`config.mk`:
```
export PLATFORM = sky130hd
export DESIGN_NAME = riscv_hazard_ctrl
export DESIGN_NICKNAME = d
export VERILOG_FILES = /design/src/rtl/riscv_pkg.sv /design/src/rtl/riscv_md_sequencer.sv /design/src/rtl/riscv_hazard_ctrl.sv
export SDC_FILE = /design/constraint.sdc
export NUM_CORES = 1
export LEC_CHECK = 0
export ABC_AREA = 1
export CAP_MARGIN = 20
export CORE_ASPECT_RATIO = 0.6
export CORE_UTILIZATION = 23
export DETAILED_ROUTE_END_ITERATION = 16
export RECOVER_POWER = 100
export SLEW_MARGIN = 20
export SYNTH_ARGS = -nofsm -noshare
export SYNTH_HDL_FRONTEND = slang
export SYNTH_SLANG_ARGS = --single-unit
export TNS_END_PERCENT = 10
```
`constraint.sdc`:
```
create_clock -name clk -period 1.4 [get_ports clk]
set_input_delay 0.14 -clock clk [delete_from_list [all_inputs] [get_ports clk]]
set_output_delay 0.14 -clock clk [all_outputs]
set_load 0.005 [all_outputs]
```
`src/rtl/riscv_pkg.sv`:
```
// rtl/riscv_pkg.sv - shared encodings and mul/div FSM state type for the hazard unit
package riscv_pkg;

  localparam logic [1:0] RESULT_SRC_LOAD = 2'b01;

  localparam logic [1:0] FWD_REG = 2'b00;
  localparam logic [1:0] FWD_W   = 2'b01;
  localparam logic [1:0] FWD_M   = 2'b10;

  typedef enum logic [1:0] {
    MD_IDLE,
    MD_BUSY,
    MD_DONE
  } md_state_t;

endpackage

```
`src/rtl/riscv_md_sequencer.sv`:
```
// rtl/riscv_md_sequencer.sv - mul/div occupancy FSM; keeps a mul/div instr in E for MD_LATENCY cycles
module riscv_md_sequencer
  import riscv_pkg::*;
#(
  parameter int MD_LATENCY = 4
) (
  input  logic clk,
  input  logic rst_n,
  input  logic i_md_op_e,
  input  logic i_mem_wait,
  output logic o_md_hold,
  output logic o_md_busy,
  output logic o_md_done
);

  localparam int CW = (MD_LATENCY > 3) ? $clog2(MD_LATENCY - 1) : 1;

  md_state_t         r_state;
  logic [CW-1:0]     r_cnt;
  logic              w_start;

  assign w_start   = (r_state == MD_IDLE) && i_md_op_e && !i_mem_wait;
  assign o_md_hold = (r_state == MD_BUSY) || w_start;
  assign o_md_busy = (r_state != MD_IDLE) || w_start;
  assign o_md_done = (r_state == MD_DONE);

  // cnt holds the number of BUSY cycles still to run; everything freezes while dmem waits
  always_ff @(posedge clk) begin
    if (!rst_n) begin
      r_state <= MD_IDLE;
      r_cnt   <= '0;
    end else if (!i_mem_wait) begin
      case (r_state)
        MD_IDLE: begin
          if (i_md_op_e) begin
            r_cnt   <= CW'(MD_LATENCY - 2);
            r_state <= (MD_LATENCY == 2) ? MD_DONE : MD_BUSY;
          end
        end
        MD_BUSY: begin
          r_cnt <= r_cnt - CW'(1);
          if (r_cnt <= CW'(1)) r_state <= MD_DONE;
        end
        MD_DONE: r_state <= MD_IDLE;
        default: r_state <= MD_IDLE;
      endcase
    end
  end

endmodule

```
`src/rtl/riscv_hazard_ctrl.sv`:
```
// rtl/riscv_hazard_ctrl.sv - 5-stage hazard unit: forwarding, load-use, redirect, mul/div and dmem wait; PERF_CNT_EN adds a stall counter
module riscv_hazard_ctrl
  import riscv_pkg::*;
#(
  parameter int REG_ADDR_W = 5,
  parameter int MD_LATENCY = 4
`ifdef PERF_CNT_EN
  ,
  parameter int CNT_W      = 32
`endif
) (
  input  logic                  clk,
  input  logic                  rst_n,
  input  logic [REG_ADDR_W-1:0] rs1_d,
  input  logic [REG_ADDR_W-1:0] rs2_d,
  input  logic [REG_ADDR_W-1:0] rs1_e,
  input  logic [REG_ADDR_W-1:0] rs2_e,
  input  logic [REG_ADDR_W-1:0] rd_e,
  input  logic [REG_ADDR_W-1:0] rd_m,
  input  logic [REG_ADDR_W-1:0] rd_w,
  input  logic                  reg_write_m,
  input  logic                  reg_write_w,
  input  logic [1:0]            result_src_e,
  input  logic [1:0]            pc_src_e,
  input  logic                  md_op_e,
  input  logic                  mem_req_m,
  input  logic                  mem_ready_m,
  output logic                  stall_f,
  output logic                  stall_d,
  output logic                  stall_e,
  output logic                  stall_m,
  output logic                  flush_d,
  output logic                  flush_e,
  output logic                  flush_m,
  output logic                  flush_w,
  output logic [1:0]            forward_a_e,
  output logic [1:0]            forward_b_e,
  output logic                  md_busy,
  output logic                  md_done
`ifdef PERF_CNT_EN
  ,
  output logic [CNT_W-1:0]      perf_stall_cnt
`endif
);

  logic w_mem_wait;
  logic w_md_hold;
  logic w_md_busy;
  logic w_md_done;
  logic w_lu;
  logic w_redirect;

  assign w_mem_wait = mem_req_m && !mem_ready_m;
  assign w_lu       = (result_src_e == RESULT_SRC_LOAD) && (rd_e != '0) &&
                      ((rd_e == rs1_d) || (rd_e == rs2_d));
  assign w_redirect = (pc_src_e != 2'b00);

  riscv_md_sequencer #(
    .MD_LATENCY (MD_LATENCY)
  ) u_md_seq (
    .clk        (clk),
    .rst_n      (rst_n),
    .i_md_op_e  (md_op_e),
    .i_mem_wait (w_mem_wait),
    .o_md_hold  (w_md_hold),
    .o_md_busy  (w_md_busy),
    .o_md_done  (w_md_done)
  );

  function automatic logic [1:0] fwd_sel(input logic [REG_ADDR_W-1:0] src,
                                         input logic [REG_ADDR_W-1:0] dm,
                                         input logic                  wm,
                                         input logic [REG_ADDR_W-1:0] dw,
                                         input logic                  ww);
    if (wm && (dm != '0) && (src == dm))      return FWD_M;
    else if (ww && (dw != '0) && (src == dw)) return FWD_W;
    else                                      return FWD_REG;
  endfunction

  // Everything is forced low while reset is asserted, even with live inputs
  always_comb begin
    stall_f     = 1'b0;
    stall_d     = 1'b0;
    stall_e     = 1'b0;
    stall_m     = 1'b0;
    flush_d     = 1'b0;
    flush_e     = 1'b0;
    flush_m     = 1'b0;
    flush_w     = 1'b0;
    forward_a_e = FWD_REG;
    forward_b_e = FWD_REG;
    md_busy     = 1'b0;
    md_done     = 1'b0;
    if (rst_n) begin
      forward_a_e = fwd_sel(rs1_e, rd_m, reg_write_m, rd_w, reg_write_w);
      forward_b_e = fwd_sel(rs2_e, rd_m, reg_write_m, rd_w, reg_write_w);
      md_busy     = w_md_busy;
      md_done     = w_md_done;
      if (w_mem_wait) begin
        {stall_f, stall_d, stall_e, stall_m} = 4'b1111;
        flush_w = 1'b1;
      end else if (w_md_hold) begin
        {stall_f, stall_d, stall_e} = 3'b111;
        flush_m = 1'b1;
      end else if (w_lu && w_redirect) begin
        // the redirect discards the stalled D instr, so no stall is needed
        flush_d = 1'b1;
        flush_e = 1'b1;
      end else if (w_lu) begin
        {stall_f, stall_d} = 2'b11;
        flush_e = 1'b1;
      end else if (w_redirect) begin
        flush_d = 1'b1;
        flush_e = 1'b1;
      end
    end
  end

`ifdef PERF_CNT_EN
  logic [CNT_W-1:0] r_perf_cnt;

  always_ff @(posedge clk) begin
    if (!rst_n)       r_perf_cnt <= '0;
    else if (stall_f) r_perf_cnt <= r_perf_cnt + CNT_W'(1);
  end

  assign perf_stall_cnt = r_perf_cnt;
`endif

endmodule

```
==> results of run 1 <==
-- per-layer routing --
metal  vias to the layer above  global-route usage [%]  routed length, µm
met5                         -                       0                  0
met4                         0                    6.25                 44
met3                         5                    4.49                127
met2                        28                    20.9               1120
met1                       490                    25.6               1700
li1                        630                       -                  -
-- flip-flops by register name, summed over array words and instances, names as in the netlist --
| register | flops |
|---|---|
| u_md_seq.r_cnt | 2 |
| u_md_seq.r_state | 2 |
-- where the power goes --
group / internal (W) / total, W / leakage [nW] / switching (W)
registers: 0.000129 / 0.000139 / 0.0340 / 0.0000106
logic: 0.000255 / 0.000478 / 0.907 / 0.000223
clock network: 0.000184 / 0.000256 / 0.0216 / 0.0000719
-- worst paths after layout --
check | start | to | depth (start not counted)
worst max register to register | u_md_seq.r_state[1] | u_md_seq.r_state[0] | 8
worst min-delay path | u_md_seq.r_cnt[0] | u_md_seq.r_cnt[0] | 1
worst max-delay path | u_md_seq.r_state[1] | stall_e | 6
worst min register to register | u_md_seq.r_cnt[0] | u_md_seq.r_cnt[0] | 1
-- final cells by class --
class | count | area share (%)
Inverter | 27 | 6.28
Clock buffer | 3 | 2.50
Sequential cell | 4 | 5.15
Multi-Input combinational cell | 119 | 41.9
Tap cell | 45 | 3.41
Timing Repair Buffer | 78 | 40.8
-- stage by stage --
| step | TNS, ns | std cells | total power (W) |
|---|---|---|---|
| 3_5_place_dp | -6.05 | 271 | 0.000635 |
| 2_1_floorplan | 0 | 152 | 0.000338 |
| 3_3_place_gp | -6.14 | 271 | 0.000634 |
| 4_1_cts | -0.878 | 274 | 0.000867 |
| 5_1_grt | -0.283 | 276 | 0.000945 |
| 6_report | 0 | 276 | 0.000874 |
-- cells by family after synthesis --
kind of cell             after synthesis
buffers and inverters                 29
adder cells (fa/ha/maj)                1
AO/OA/AOI/OAI                         20
AND/OR/NAND/NOR                       81
flip-flops                             4
XOR/XNOR                              17
-- timing repair --
| item | CTS | global route |
|---|---|---|
| setup buffers | 0 | 2 |
| hold endpoints to repair | 0 | 0 |
| endpoints found under the setup margin | 14 | 11 |
| resized for setup | 65 | 46 |
| pin swaps | 5 | 25 |
-- placed cells by master (no fill, tap or decap), drive strengths merged --
master,synthesis,final
nand2,35,35
nor2,29,29
inv,27,27
dlygate4sd2,0,25
buf,2,21
clkbuf,0,13
dlymetal6s2s,0,12
nand3,10,10
xor2,9,9
a21oi,9,9
xnor2,8,8
clkdlybuf4s50,0,6
o21ai,6,6
clkdlybuf4s15,0,4
dfxtp,4,4
or2,2,2
nand4,2,2
nor3,2,2
o22ai,1,1
o21a,1,1
nand3b,1,1
a31oi,1,1
a21o,1,1
a211oi,1,1
ha,1,1
==> flow_summary_export.csv, run 1 <==
group,metric,value,unit
routing,wirelength,3.00,mm
synthesis,yosys.area_share.adder,1.49,%
synthesis,synth_ff_type,"dfxtp_1",
routing,first_iter_violations,46,
cts,htreeDepth,1,
worst_hold_path,hp-class,"register to register",
routing,wire_per_inst,10.9,µm
critical_path,r2r_slack,0.17,ns
synthesis,synth_simple_gate_area_share,41.1,%
routing,vias,1153,
floorplanning,io-pin-count,60,
cells_and_area,nFillCells,360,
critical_path,cp_top_family,"flip-flops",
cells_and_area,layout-drive-gt1-share,26.0,%
critical_path,critPathSlowestCell,"dfxtp_4",
timing,drv_slew,0,
synthesis,synth_xor_area_share,17.7,%
floorplanning,fp.coreArea,3360,µm²
cts,root_buffer,"clkbuf_8",
cts,numClockSinks,4,
flow_run,max-cap-violations,0,
synthesis,netlist_top_cells_count,"32 x nand2_1, 27 x nor2_1, 21 x inv_1",
synthesis,avgSynthCellArea,5.53,µm²
critical_path,startpoint_type,"register",
run_status,outcome,"complete, no violations",
timing,skew,0.000394,ns
timing,finalSetupViolCount,0,
floorplanning,start_util,25.0,%
synthesis,yosys.area.top_type_share,14.3,%
cells_and_area,antenna_cells,0,
cells_and_area,design_area,1650,µm²
synthesis,syn_area,841,µm²
critical_path,cp.required,1.26,ns
synthesis,synth_edf_count,0,
critical_path,worstSetupPathType,"register to output pin",
global_routing,grt_usage,16.6,%
cts,cts_buffer_depth,2,
global_routing,grt_max_degree,9,
synthesis,synth-compound-area-share,16.4,%
timing,fin_crit_sh,99.4,%
routing,drc_errors,0,
place,place_area,1600,µm²
cells_and_area,final_util,49.1,%
place,dp_hpwl,2.60,mm
power,cellPowerDensity,529,nW/µm²
floorplanning,die_area,3910,µm²
routing,dr.pass1.iters,4,
critical_path,end_kind,"output pin",
cells_and_area,regArea,85.1,µm²
synthesis,synth_most_common_cell,"nand2_1",
synthesis,synthMuxAreaShare,0,%
routing,ant_nets,0,
critical_path,critPathMaxStageDelay,0.36,ns
cells_and_area,nets,280,
cts,cts_tree,"yes",
synthesis,synthCells,152,
place,place_ws,-0.568,ns
timing,relSlewSlack,86.9,%
cts,cts_inserted_buffers,3,
critical_path,cp.arrival,1.25,ns
synthesis,ys_ff_latch,4,
synthesis,synthArstFlopShare,0,%
power,peakVddDrop,233,µV
place,gp_congestion,0.824,
cts,clk_latency,0.23,ns
power,leakagePower,0.962,nW
routing,vias_per_cell,4.18,
critical_path,worst-path-max-fanout,4,
synthesis,yosysWarnings,0,
floorplanning,dieHeight,48.8,µm
floorplanning,rows,16,
synthesis,syn-num-nets,199,
critical_path,crit_buf_inv,2,
timing,finalHoldViolCount,0,
synthesis,synth_top_family_by_area,"simple AND/OR/NAND/NOR gates",
timing,worst_pin_slew,0.195,ns
synthesis,synthTopCellsByArea,"nand2_1 14%, nor2_1 12%, dfxtp_1 9.5%, inv_1 9.4%, xor2_1 9.4%",
timing,hold_ws,0.496,ns
cells_and_area,multiInputGateArea,692,µm²
place,portBuffers,59,
cells_and_area,area_growth,96.6,%
synthesis,yosysTopAreaCell,"nand2_1",
floorplanning,fp.dieW,80.1,µm
timing,rsz0062_at_grt,"true",
global_routing,grt_overflow,0,
global_routing,grt_pass1_wl,4.74,mm
critical_path,path_cells,"nor2_2 -> a31oi_4 -> nand2_1 -> nand2_2 -> inv_1 -> dlygate4sd2_1",
global_routing,antenna_found_initial,0,
global_routing,grt_pass1_vias,1034,
cts,path_clk_slew,0.03,ns
timing,fin_crit,1.39,ns
synthesis,yosysUniqueCellTypes,26,
timing,fin_ws,0.00822,ns
cts,cts_hold_buf,0,
timing,fmax,719,MHz
synthesis,ys_seq_area_share,9.52,%
Power figures use the tool's default switching activity.
==> run 2, diff against run 1 <==
Settings changed: GPL_TIMING_DRIVEN set to 1.
==> results of run 2 <==
Same layout as run 1: the final DEF is identical, and so are final timing and power.
